$ cat src/rtl/inst_issue_queue.sv
// -----------------------------------------------------------------------------
// inst_issue_queue
//   Encodes instruction requests into {opcode, a, b, c, addr} words, buffers
//   them in a DEPTH-entry FIFO together with a repeat count and address
//   stride, and issues them one word per handshake.  Each entry expands into
//   rep+1 issued words, the addr field advancing by stride (mod 2^ADDR_WIDTH)
//   on every repeat.
//
// Ports
//   clk, rstn          rising-edge clock, asynchronous active-low reset
//   enc_valid/ready    request handshake (ready = FIFO not full and no flush)
//   opcode, a/b/c_index, addr, rep, stride   request fields
//   inst, inst_valid, inst_ready             issued word and its handshake
//   flush              synchronous clear of FIFO and output stage
//   count              FIFO occupancy (output register not included)
//   busy               inst_valid or FIFO not empty
// -----------------------------------------------------------------------------
module inst_issue_queue #(
    parameter int OPCODE_WIDTH = 3,
    parameter int INDEX_WIDTH  = 4,
    parameter int ADDR_WIDTH   = 12,
    parameter int DEPTH        = 8,
    localparam int INST_WIDTH  = OPCODE_WIDTH + 3*INDEX_WIDTH + ADDR_WIDTH,
    localparam int CNT_W       = $clog2(DEPTH) + 1
) (
    input  logic                    clk,
    input  logic                    rstn,
    input  logic                    enc_valid,
    output logic                    enc_ready,
    input  logic [OPCODE_WIDTH-1:0] opcode,
    input  logic [INDEX_WIDTH-1:0]  a_index,
    input  logic [INDEX_WIDTH-1:0]  b_index,
    input  logic [INDEX_WIDTH-1:0]  c_index,
    input  logic [ADDR_WIDTH-1:0]   addr,
    input  logic [3:0]              rep,
    input  logic [ADDR_WIDTH-1:0]   stride,
    output logic [INST_WIDTH-1:0]   inst,
    output logic                    inst_valid,
    input  logic                    inst_ready,
    input  logic                    flush,
    output logic [CNT_W-1:0]        count,
    output logic                    busy
);

    localparam int PTR_W = $clog2(DEPTH);

    typedef enum logic {IDLE, ISSUE} state_e;

    // FIFO storage (no reset needed: validity is tracked by count/pointers)
    logic [INST_WIDTH-1:0] word_mem_q   [DEPTH];
    logic [3:0]            rep_mem_q    [DEPTH];
    logic [ADDR_WIDTH-1:0] stride_mem_q [DEPTH];

    logic [PTR_W-1:0]      wr_ptr_q, rd_ptr_q;
    logic [CNT_W-1:0]      count_q, count_d;

    state_e                state_q;
    logic [INST_WIDTH-1:0] inst_q;
    logic [3:0]            rem_q;
    logic [ADDR_WIDTH-1:0] cur_stride_q;

    logic                  push, pop, hs;
    logic [INST_WIDTH-1:0] enc_word, bumped_word;

    assign enc_word  = {opcode, a_index, b_index, c_index, addr};
    assign enc_ready = (count_q != CNT_W'(DEPTH)) && !flush;
    assign push      = enc_valid && enc_ready;
    assign hs        = (state_q == ISSUE) && inst_ready;
    // Head leaves the FIFO when the output stage is empty or its last repeat
    // is being accepted; the latter gives back-to-back issue with no bubble.
    assign pop       = !flush && (count_q != '0) &&
                       ((state_q == IDLE) || (hs && rem_q == 4'd0));

    // Only the addr field advances on a repeat; upper fields are kept.
    assign bumped_word = {inst_q[INST_WIDTH-1:ADDR_WIDTH],
                          inst_q[ADDR_WIDTH-1:0] + cur_stride_q};

    always_comb begin
        count_d = count_q;
        case ({push, pop})
            2'b10:   count_d = count_q + CNT_W'(1);
            2'b01:   count_d = count_q - CNT_W'(1);
            default: count_d = count_q;
        endcase
    end

    always_ff @(posedge clk) begin
        if (push) begin
            word_mem_q[wr_ptr_q]   <= enc_word;
            rep_mem_q[wr_ptr_q]    <= rep;
            stride_mem_q[wr_ptr_q] <= stride;
        end
    end

    always_ff @(posedge clk or negedge rstn) begin
        if (!rstn) begin
            wr_ptr_q <= '0;
            rd_ptr_q <= '0;
            count_q  <= '0;
        end else if (flush) begin
            wr_ptr_q <= '0;
            rd_ptr_q <= '0;
            count_q  <= '0;
        end else begin
            if (push) wr_ptr_q <= wr_ptr_q + PTR_W'(1);
            if (pop)  rd_ptr_q <= rd_ptr_q + PTR_W'(1);
            count_q <= count_d;
        end
    end

    // Issue FSM with registered word, repeat counter and stride.
    always_ff @(posedge clk or negedge rstn) begin
        if (!rstn) begin
            state_q      <= IDLE;
            inst_q       <= '0;
            rem_q        <= '0;
            cur_stride_q <= '0;
        end else if (flush) begin
            state_q      <= IDLE;
            inst_q       <= '0;
            rem_q        <= '0;
            cur_stride_q <= '0;
        end else begin
            case (state_q)
                IDLE: begin
                    if (pop) begin
                        state_q      <= ISSUE;
                        inst_q       <= word_mem_q[rd_ptr_q];
                        rem_q        <= rep_mem_q[rd_ptr_q];
                        cur_stride_q <= stride_mem_q[rd_ptr_q];
                    end
                end
                ISSUE: begin
                    if (inst_ready) begin
                        if (rem_q != 4'd0) begin
                            inst_q <= bumped_word;
                            rem_q  <= rem_q - 4'd1;
                        end else if (pop) begin
                            inst_q       <= word_mem_q[rd_ptr_q];
                            rem_q        <= rep_mem_q[rd_ptr_q];
                            cur_stride_q <= stride_mem_q[rd_ptr_q];
                        end else begin
                            state_q <= IDLE;
                        end
                    end
                end
                default: state_q <= IDLE;
            endcase
        end
    end

    assign inst       = inst_q;
    assign inst_valid = (state_q == ISSUE);
    assign count      = count_q;
    assign busy       = inst_valid || (count_q != '0);

endmodule

$ cat config.mk
export PLATFORM = sky130hd
export DESIGN_NAME = inst_issue_queue
export DESIGN_NICKNAME = d
export VERILOG_FILES = /design/src/rtl/inst_issue_queue.sv
export SDC_FILE = /design/constraint.sdc
export NUM_CORES = 1
export LEC_CHECK = 0
export CORE_UTILIZATION = 47
export DETAILED_ROUTE_END_ITERATION = 8
export GPL_TIMING_DRIVEN = 0
export HOLD_SLACK_MARGIN = 0.12
export PLACE_DENSITY = 0.64
export REMOVE_ABC_BUFFERS = 1
export SYNTH_ARGS = -nofsm -noshare
export SYNTH_HDL_FRONTEND = slang
export SYNTH_SLANG_ARGS = --single-unit
$ cat constraint.sdc
create_clock -name clk -period 6.47 [get_ports clk]
set_clock_uncertainty 0.05 [all_clocks]
set_input_delay 1.294 -clock clk [delete_from_list [all_inputs] [get_ports clk]]
set_output_delay 1.294 -clock clk [all_outputs]
set_load 0.005 [all_outputs]
### Yosys cells after proc, flatten, opt, wreduce, memory -nomap -nowiden

Memories as Yosys holds them, arrays and structs flattened.
Index checks and enable logic that the tools add are counted.

| cells by class | value |
|---|---|
| bitwise operators | 1 |
| add/subtract/negate cells | 6 |
| reductions and logical operators | 16 |
| muxes and demuxes | 28 |
| eq/ne operators | 5 |

Operators with widths:

| kind | number |
|---|---|
| 27-bit 2-to-1 mux | 4 |
| 27-bit case mux with 2 select lines | 1 |
| 12-bit 2-to-1 mux | 4 |
| 12-bit case mux with 2 select lines | 1 |
| 4-bit 2-to-1 mux | 5 |
| 4-bit case mux with 2 select lines | 2 |
| 12-bit adder | 1 |
| 3-bit 2-to-1 mux | 4 |
| 4-bit nonzero test | 2 |
| 4-bit by 1-bit subtractor with 4-bit output, second input constant | 2 |
| 3-bit by 1-bit adder with 3-bit output, second input constant | 2 |
| 1-bit logical AND | 6 |
| 1-bit 2-to-1 mux | 6 |
| 3-bit inequality test, second input constant | 2 |
| 4-bit by 1-bit adder with 4-bit output, second input constant | 1 |
| 4-bit logical NOT | 1 |
| 4-bit inequality test, second input constant | 1 |
| 2-bit nonzero test | 2 |
| 3-bit nonzero test | 1 |
| 2-bit by 1-bit == test with 1-bit output, second input constant | 1 |
| 2-bit == test, second input constant | 1 |
| 1-bit logical OR | 2 |
| 1-bit case mux with 2 select lines | 1 |
| 2-bit AND reduction | 1 |
| other kinds (2) | 2 |

| word-level totals | value |
|---|---|
| memory bits (writable) | 344 |
| input bits | 48 |
| register bits after elaboration | 54 |
| logic and storage cells | 67 |
| memories kept | 3 |
| output and inout bits | 34 |

Memories:

| memory | words | width | rd ports | clocked after Yosys merged registers in | write ports | RTL line | source |
|---|---|---|---|---|---|---|---|
| word_mem_q | 8 | 27 | 1 | 0 | 1 | 50 | `logic [INST_WIDTH-1:0] word_mem_q [DEPTH];` |
| stride_mem_q | 8 | 12 | 1 | 0 | 1 | 52 | `logic [ADDR_WIDTH-1:0] stride_mem_q [DEPTH];` |
| rep_mem_q | 8 | 4 | 1 | 0 | 1 | 51 | `logic [3:0] rep_mem_q [DEPTH];` |

### Depth between registers and ports, before layout

| depth | value |
|---|---|
| depth in word-level cells | 9 |
| gate-level depth with buffers | 13 |

### Worst setup path after synthesis

Ideal clock, no wire load.

| path | value |
|---|---|
| path type | input-to-reg |
| from | input flush |
| to | memory rep_mem_q[1][0] (enable) |
| slack | 1.065 ns |
| cell stages on the path | 5 |
| arrival | 4.858 ns |
| buffers on the path | 2 |
| required time | 5.923 ns |
| cell sequence | buf_2 clkbuf_1 nor2_1 nand2_1 nor3_1 |

| between the ends | value |
|---|---|
| longest elaborated chain between the ends | 5 |

RTL lines:

| what | RTL line | source |
|---|---|---|
| start: declaration | 40 | `input logic flush,` |
| 1-bit logical NOT | 66 | `assign enc_ready = (count_q != CNT_W'(DEPTH)) && !flush;` |
| 1-bit logical AND | 66 |  |
| 1-bit logical AND | 67 | `assign push = enc_valid && enc_ready;` |
| 1-bit 2-to-1 mux | 88 | `if (push) begin` |
| 1-bit 2-to-1 mux (implied by the code) | 90 | `rep_mem_q[wr_ptr_q] <= rep;` |
| end: declaration | 51 |  |

No other way between the ends.

### Worst setup path in the final report

| path | value |
|---|---|
| from | input flush |
| to | output enc_ready |

| between the ends | value |
|---|---|
| longest elaborated chain between the ends | 2 |

RTL lines:

| what | RTL line | source |
|---|---|---|
| 1-bit logical NOT | 66 |  |
| 1-bit logical AND | 66 |  |
| end: declaration | 29 | `output logic enc_ready,` |

No other way between the ends.

==> flow_summary.ini <==
[status]
status = complete, but fails checks
violations = DRC

[timing]
finalCritPeriodShare_pct = 84.7
setup_viol = 0
timing.fmax_mhz = 182
rsz0062_at_grt = false
period_minus_slack_ns = 5.48
slew_violations = 0
worst_slack_ns = 0.990
hold_ws_ns = 0.437
worst_pin_slew_ns = 0.966
slew_headroom_pct = 35.5
final_hold_viol_count = 0

[pwr]
p_int_w = 0.00530
seq_power_share_pct = 43.8
power.leakage_nw = 6.19
power_density_nw_per_um2 = 382
p_sw_share_pct = 27.3
p_sw_w = 0.00199
comb_power_share_pct = 23.4
ir_drop_uv = 191
pwr-share-clk_pct = 32.8

[critical_path]
path_class = in2out
arrival_ns = 4.14
startpoint_type = input port
required_ns = 5.13
rr_worst_depth = 10
crit_fanout = 20
endpoint_kind = primary output

[clock_network]
hold_buffers = 0
clk_pin_slew_ns = 0.06
cts.path.max_buffers = 3
htreeDepth = 2
cts.sinks = 398
clock_latency_ns = 0.53
cts_resized = 0
cts_inserted_buffers = 41
cts-root-buf = clkbuf_16
cts_tree = built
cts_setup_buffers = 0

[worst_hold_path]
min_delay_path_depth = 2
hp-class = reg2reg

[floorplanning]
num_rows = 67
ios = 82
die_h_microns = 186
initial_core_util_pct = 47.7
dieArea_sq_um = 34700
die_x_microns = 186
core-area_sq_um = 33500

[synthesis]
async_flop_share_pct = 13.6
yosys.area.top_type = edfxtp_1
synthCells = 834
dominantRegCellSynth = edfxtp_1
ys_types = 63
synth.area.top_cells = edfxtp_1 65%, mux4_2 11%, dfrtp_1 8.5%
syn-cell-area_sq_um = 16000
syn_area_per_cell_sq_um = 19.2
yosysSeqAreaShare_pct = 73.1
yosys_warnings = 0
synth_edf_count = 344
yosysTopAreaCellShare_pct = 64.6
synth_seq_cells = 398

[drt]
post-route-drc-count = 4
drt_wl_total_microns = 32700
drt_iter0_markers = 614
wl_per_cell_microns = 22.9
detail-route-antenna-nets = 0
avgViaCountPerCell = 5.67
drt_pass1_iterations = 7
vias = 8089

[placement]
port-buffer-count = 81
gp_congestion = 0.778
dp_hpwl_microns = 20100
dp_slack_ns = 1.03

[grt]
antenna_found_initial = 1
grt_util_met2_pct = 30.6
grt_overflow = 0
grt_max_degree = 61
first_global_vias = 8386
top_usage_layer = met2
grt_pass1_wl_microns = 50400
track_usage_pct = 19.2
gr-usage-met3_pct = 3.27
met1_usage_pct = 27.8

[finish]
synthToLayoutAreaGrowth_pct = 19.4
drive_gt1_share_pct = 20.4
fin_nets = 1012
finalCoreUtilization_pct = 56.9

[job]
max_cap_violations = 0
## cell usage after synthesis (2+ instances only)
master / n
buf_4: 15
nand2_1: 32
nor3_2: 5
nand3_1: 4
nor2_1: 21
a211oi_1: 7
o22ai_1: 3
edfxtp_1: 344
nand2b_1: 6
a21oi_1: 44
ha_1: 17
a22oi_1: 2
mux2_2: 6
inv_1: 6
nor3_1: 7
o31ai_1: 3
a21o_1: 3
o221ai_1: 3
mux4_2: 80
nor2b_1: 7
o21a_1: 8
o21ai_0: 30
o211ai_1: 2
and2_1: 4
buf_6: 3
a2111oi_0: 3
mux2i_1: 42
clkbuf_1: 11
dfrtp_1: 54
nor4_1: 3
a221o_1: 4
buf_2: 8
a31oi_1: 6
xor2_1: 6
xnor2_1: 7
## final timing paths
kind / startpoint / endpoint / slack, ns
min in group asynchronous: rstn / inst[12] / 0.58
max: flush / enc_ready / 0.99
max reg2reg: count[1] / count[2] / 3.12
max in group asynchronous: rstn / rd_ptr_q[1] / 5.10
min: cur_stride_q[3] / cur_stride_q[3] / 0.44
min reg2reg: cur_stride_q[3] / cur_stride_q[3] / 0.44
## power groups by stage
stage | logic (W) | registers [W] | clock network (W)
after floorplan | 0.00110 | 0.00327 | 0
after global placement | 0.00161 | 0.00338 | 0
after detailed placement | 0.00173 | 0.00325 | 0
after CTS | 0.00173 | 0.00320 | 0.00244
after global routing | 0.00186 | 0.00322 | 0.00254
final | 0.00170 | 0.00320 | 0.00239
## metal layers
metal | share of wire (%) | vias up
li1 | - | 3618
met1 | 46 | 4226
met2 | 48 | 194
met3 | 4.6 | 51
met4 | 1.7 | 0
met5 | 0 | -
## cells in the final DEF (no fill, tap or decap), drive strengths merged, types with 2 or more instances in the layout
master,instances
xor2,6
and2,4
edfxtp,344
clkbuf,53
bufinv,6
nor3,12
a221o,4
o22ai,3
nand2b,6
a2111oi,4
clkdlybuf4s50,80
a211oi,7
clkinvlp,2
o211ai,2
inv,8
nor4,4
a31oi,6
o221ai,3
o21ai,31
xnor2,8
mux2,6
a22oi,2
nor2,22
nor2b,7
ha,17
buf,28
clkinv,13
o21a,8
dfrtp,54
o31ai,3
a21oi,45
a21o,3
nand3,4
nand2,33
mux4,80
mux2i,42
## worst max-delay path: stages
cell and delay [ns]:
clkdlybuf4s50_1 1.02, clkinv_1 0.96, and2_1 0.42, clkdlybuf4s50_1 0.44
## logic make-up after synthesis
family | Yosys count | share of synthesized area, %
and+or+nand+nor | 101 | 3.58
AOI/OAI and AO/OA | 129 | 5.08
DFF | 398 | 73.1
adders and majority gates | 18 | 1.46
xor gates and xnor gates | 14 | 0.814
muxes | 128 | 14.3
buffers and inverters | 46 | 1.64
## layout make-up
type | count | area, sq um
Inverter | 7 | 26.3
Fill cell | 2568 | 14500
Antenna cell | 1 | 2.50
Clock inverter | 22 | 268
Multi-Input combinational cell | 390 | 4100
Clock buffer | 53 | 1110
Tap cell | 448 | 561
Timing Repair Buffer | 108 | 1320
Sequential cell | 398 | 11700
## metrics by stage
step           instance area [sq um]  total power (W)  setup TNS, ns  cells
2_1_floorplan                  15700          0.00436              0    795
3_3_place_gp                   17100          0.00499        -420.20   1324
3_5_place_dp                   17700          0.00498              0   1351
4_1_cts                        19100          0.00737              0   1426
5_1_grt                        19100          0.00762              0   1426
6_report                       19100          0.00729              0   1427
## state kept, by name (all words and copies together) (netlist names), 3 cells and up
| signal | count |
|---|---|
| cur_stride_q | 12 |
| rep_mem_q | 32 |
| inst | 27 |
| word_mem_q | 216 |
| stride_mem_q | 96 |
| rd_ptr_q | 3 |
| rem_q | 4 |
| count | 4 |
| wr_ptr_q | 3 |
Power figures use the tool's default switching activity.
==> patch 1, RTL diff (same flow settings) <==
`ADDR_WIDTH`: 12 -> 13.
--- a/src/rtl/inst_issue_queue.sv
+++ b/src/rtl/inst_issue_queue.sv
@@ -18,7 +18,7 @@
 module inst_issue_queue #(
     parameter int OPCODE_WIDTH = 3,
     parameter int INDEX_WIDTH  = 4,
-    parameter int ADDR_WIDTH   = 12,
+    parameter int ADDR_WIDTH   = 13,
     parameter int DEPTH        = 8,
     localparam int INST_WIDTH  = OPCODE_WIDTH + 3*INDEX_WIDTH + ADDR_WIDTH,
     localparam int CNT_W       = $clog2(DEPTH) + 1
Ports: changed (resized addr, inst and stride); port bits go from 82 to 85. The function was not compared with the original's and may differ.
==> patch 1 against the unedited design <==
  * Final area rose by 4.2%
  * Setup slack improved by 1.5 ns
  * Die area up 4.6%
  * Critical path depth increased by 4
  * Highest routed layer unchanged
  * Sequential cell count grew 18
  * Critical endpoint is now word_mem_q[0][21]$_DFFE_PP_
  * Largest cell class unchanged
  * Area after synthesis is 4.6% higher
  * Clock power about the same
  * Routed wire length is 5.4% higher
  * Total power increased by 6.2%
==> patch 1: results (changes against the unedited design) <==
| Metric | Value |
|---|---|
| Status | `complete, no violations` |
| Signal buf overhead | `0.0703 (+0.00128)` |
| Post-place setup slack | `1.91 ns (+0.881 ns)` |
| Switch share | `0.287 (+0.0141)` |
| Top cells by area, synth | `edfxtp_1 (65%), mux4_2 (12%), dfrtp_1 (8.4%), mux2i_1 (2.7%), nor2_1 (1.4%)` |
| Final Instance Area | `0.0199 mm² (+4.2%)` |
| Non-clk bufs | `115 (+6.5%)` |
| Gpl congestion | `0.778 (about the same)` |
| Top flop regs | `word_mem_q x224, stride_mem_q x104, rep_mem_q x32` |
| Post-place instance area | `0.0185 mm² (+4.7%)` |
| GRT Util Overall | `0.195 (+0.00318)` |
| Fillcell total | `2,588 (+0.78%)` |
| Reg2Reg Depth | `7 (-3)` |
| Post-synthesis xor/xnor area fraction | `0.00831 (+0.000166)` |
| Peak VDD IR | `0.261 mV (+37%)` |
| Number of synthesized flops with an enable pin | `360 (+4.7%)` |
| Clock-cell share of area | `0.0682 (-0.00407)` |
| Mux share of post-synthesis cell area | `0.149 (+0.00560)` |
| Worst Tran Pin Value | `0.930 ns (-0.0358 ns)` |
| IO buf count | `84 (+3.7%)` |
| Global-route wire length before repair | `52,500 µm (+4.1%)` |
| Register share of the cell area | `0.614 (+0.00173)` |
| Initial DRT Pass Iterations | `5 (-2)` |
| Cell total after placement | `1,399 (+3.6%)` |
| Drt wl/cell | `23.4 µm (+2.0%)` |
| Leakage | `0.00647 µW (+4.5%)` |
| Cell variety after synth | `61 (-3.2%)` |
| Fraction of area in multi-input gates | `0.216 (+0.00125)` |
-- patch 1: cell count changes after synthesis, moves of 10 or more --
cell | before | now
a211oi_1 | 7 | 30
a21oi_1 | 44 | 26
buf_2 | 8 | 19
buf_4 | 15 | 5
edfxtp_1 | 344 | 360
mux4_2 | 80 | 90
nand2_1 | 32 | 22
nor2_1 | 21 | 63
o21ai_0 | 30 | 8
-- patch 1: path summary, 6_finish.rpt --
path | end | slack [ns] | startpoint
max in group asynchronous | rd_ptr_q[0]$_DFFE_PN0N_ | 5.23 | rstn
worst min-delay path | rem_q[1]$_DFFE_PN0P_ | 0.50 | rem_q[1]$_DFFE_PN0P_
worst max register to register | word_mem_q[0][21]$_DFFE_PP_ | 3.11 | count[1]$_DFFE_PN0P_
min in group asynchronous | count[3]$_DFFE_PN0P_ | 0.56 | rstn
worst min register to register | rem_q[1]$_DFFE_PN0P_ | 0.50 | rem_q[1]$_DFFE_PN0P_
worst max-delay path | word_mem_q[0][21]$_DFFE_PP_ | 2.51 | enc_valid
-- patch 1: critical path, cell delays in order --
cell	delay (ns)
clkdlybuf4s50_1	0.46
inv_1	0.06
a211oi_4	0.52
nand2b_1	0.36
nor3_2	0.77
buf_8	0.25
buf_6	0.17
buf_4	0.23
-- patch 1: power by group through the flow --
stage / Sequential (µW) / Clock, µW / Combinational (µW)
floorplan: 3440 / 0 / 1300
global placement: 3580 / 0 / 1890
detailed placement: 3420 / 0 / 2010
CTS: 3370 / 2440 / 2020
global route: 3400 / 2530 / 2180
finish: 3360 / 2390 / 1990
-- patch 1: metal layers --
layer / GRT usage / vias up / wire length (µm)
met1: 0.279 / 4435 / 15500
met5: 0 / - / 0
li1: - / 3791 / -
met2: 0.315 / 214 / 16800
met3: 0.0280 / 40 / 1640
met4: 0.0511 / 0 / 551
==> patch 2, RTL diff (same flow settings) <==
Made on the original files. Make the reset (`rstn`) synchronous in 2 clocked blocks. Comments in the files are not updated.
--- a/src/rtl/inst_issue_queue.sv
+++ b/src/rtl/inst_issue_queue.sv
@@ -92,7 +92,7 @@
         end
     end
 
-    always_ff @(posedge clk or negedge rstn) begin
+    always_ff @(posedge clk) begin
         if (!rstn) begin
             wr_ptr_q <= '0;
             rd_ptr_q <= '0;
@@ -109,7 +109,7 @@
     end
 
     // Issue FSM with registered word, repeat counter and stride.
-    always_ff @(posedge clk or negedge rstn) begin
+    always_ff @(posedge clk) begin
         if (!rstn) begin
             state_q      <= IDLE;
             inst_q       <= '0;
Function: differs if rstn is asserted again (counterexample within 4 cycles, from zero or initial values and one cycle with rstn low); with rstn held inactive, the same outputs for 4 cycles.
==> patch 2 against the unedited design <==
  * Area after synthesis shrank 2.2%
  * Critical endpoint is now count[2]$_SDFFE_PP0P_
  * Setup slack gained 1.1 ns
  * Routed wire length shrank 4.8%
  * Final area shrank 2.4%
  * Synthesized cell count shrank 2.6%
  * Sequential cell count grew 3
  * Global-route usage shrank 0.32 points
  * Critical path depth grew 8
  * Non-clock buffer count shrank 3
  * Register-to-register slack lost 0.65 ns
Power is not compared: it rests on default switching activity, and its combinational part moved more than twofold at a synthesized area within 25%.
==> patch 2: results (changes against the unedited design) <==
| Metric | Value |
|---|---|
| Reg2Reg Depth | `13 (+3)` |
| # diodes | `0 (-1)` |
| Post-place setup slack | `1.53 ns (+0.501 ns)` |
| Fraction of registers with async set/reset | `0 (-0.136)` |
| Via density | `5.61 (-1.1%)` |
| Sequential share of the synthesized area | `0.734 (+0.00299)` |
| CTS Buf Count | `42 (+2.4%)` |
| Clk buf depth | `3 (unchanged)` |
| Top flop regs | `word_mem_q x216, stride_mem_q x96, rep_mem_q x32` |
| Worst R2R Start | `rem_q[0]$_SDFFE_PP0P_` |
| GRT Util Overall | `0.189 (-0.00318)` |
| Gpl congestion | `0.794 (+2.2%)` |
| Number of synthesized flops with an enable pin | `344 (unchanged)` |
| Top cells by area, synth | `edfxtp_1 (66%), mux4_2 (12%), dfxtp_1 (7.3%), mux2i_1 (2.4%), a211oi_1 (1.4%)` |
| Initial antenna violation count | `1 (unchanged)` |
| Fillcell total | `2,464 (-4.0%)` |
| Vias in the first global route | `7,947 (-5.2%)` |
| Finished Layout Cells | `1,397 (-2.1%)` |
| Cell total after placement | `1,320 (-2.3%)` |
| Global-route wire length before repair | `47,400 µm (-6.0%)` |
| Status | `complete, no violations` |
| CP max FO | `69 (+250%)` |
| Post-synth top cells | `edfxtp_1 (344), mux4_2 (86), dfxtp_1 (57), nor2_1 (46), mux2i_1 (38)` |
| Initial DRT Pass Iterations | `5 (-2)` |
| R2R Path End | `count[2]$_SDFFE_PP0P_` |
| Fraction of layout cells with a size suffix above 1 | `0.201 (-0.00345)` |
| Htree depth | `2 (unchanged)` |
| Family with the most delay on the worst path | `buffers and inverters` |
| Nets@finish | `989 (-2.3%)` |
| CP startpoint | `inst_ready` |
| DP HPWL | `19,000 µm (-5.2%)` |
| Arrival @ worst endpoint | `4.80 ns (+0.66 ns)` |
| CTS root buf | `clkbuf_16` |
| Initial DRC count | `516 (-16%)` |
| Post-CTS sizing | `0 (unchanged)` |
| Hold Crit Start | `rd_ptr_q[1]$_SDFFE_PP0N_` |
| Worst Tran Pin Value | `1.37 ns (+0.403 ns)` |
| Peak VDD IR | `0.205 mV` |
| Leakage | `~0.0058 µW` |
| Drt wl/cell | `22.3 µm (-2.8%)` |
| Syn avg cell area | `19.2 µm² (+0.45%)` |
| Largest net degree at the start of global routing | `70 (+15%)` |
| Post-place instance area | `0.0173 mm² (-2.2%)` |
| Cell variety after synth | `52 (-17%)` |
| Critical Path Max Stage Delay | `0.96 ns (-0.06 ns)` |
| Worst-path clk slew | `0.06 ns (about the same)` |
| CP max-delay cell | `inv_2` |
| Dominant synthesized flop cell | `edfxtp_1` |
| R2r setup slk | `2.47 ns (-0.65 ns)` |
==> patch 2: power breakdown <==
group / switching (µW) / internal, µW / leakage (µW)
clock: 948 / 1350 / 0.000642
sequential: 12.0 / 2830 / 0.00357
combinational: 92.3 / 83.6 / 0.00160
total: 1050 / 4260 / 0.00581
==> patch 2: logic make-up after synthesis <==
logic type                 after synthesis  share of synthesized area
DFF                                    401                      0.734
xor gates and xnor gates                15                    0.00841
buffers and inverters                   48                     0.0147
adders and majority gates               19                     0.0157
muxes                                  131                      0.154
and+or+nand+nor                         92                     0.0287
AOI/OAI and AO/OA                      106                     0.0451
==> patch 2: routing by layer <==
layer | up-vias | track usage | wire length [µm]
met5 | - | 0 | 0
met4 | 0 | 0.0523 | 619
met3 | 49 | 0.0387 | 1660
met2 | 177 | 0.295 | 14500
met1 | 4064 | 0.270 | 14400
li1 | 3542 | - | -
==> patch 2: through the flow <==
step                 util  setup TNS [ns]  hold WS, ns
floorplan               -               0        0.398
global placement    0.515         -341.09        0.418
detailed placement  0.530               0        0.421
CTS                 0.571               0        0.420
global route        0.571               0        0.447
finish              0.571               0        0.422
==> patch 2: layout make-up <==
type / instances / share of cell area
Clock buffer: 57 / 0.0606
Timing Repair Buffer: 105 / 0.0670
Inverter: 9 / 0.00181
Clock inverter: 20 / 0.0105
Tap cell: 442 / 0.0297
Multi-Input combinational cell: 363 / 0.214
Sequential cell: 401 / 0.616
==> patch 2: worst register-to-register path: stages (launching register included) <==
cell,delay [ns]
dfxtp_1,0.34
inv_1,0.09
ha_1,0.13
or3b_1,0.41
o21ai_1,0.27
nand2_4,0.16
inv_2,0.96
ha_1,0.50
xor2_1,0.17
ha_1,0.17
a21oi_1,0.06
xor2_1,0.17
or3_1,0.30
a21oi_1,0.14
==> patch 2: how the worst max path moves through the flow <==
stage | to | slack, ns
finish | count[2]$_SDFFE_PP0P_ | 2.06
global route | count[2]$_SDFFE_PP0P_ | 1.83
CTS | count[2]$_SDFFE_PP0P_ | 2.07
detailed placement | count[2]$_SDFFE_PP0P_ | 1.53
global placement | word_mem_q[0][15]$_DFFE_PP_ | -2.97
floorplan | rep_mem_q[0][0]$_DFFE_PP_ | 1.17
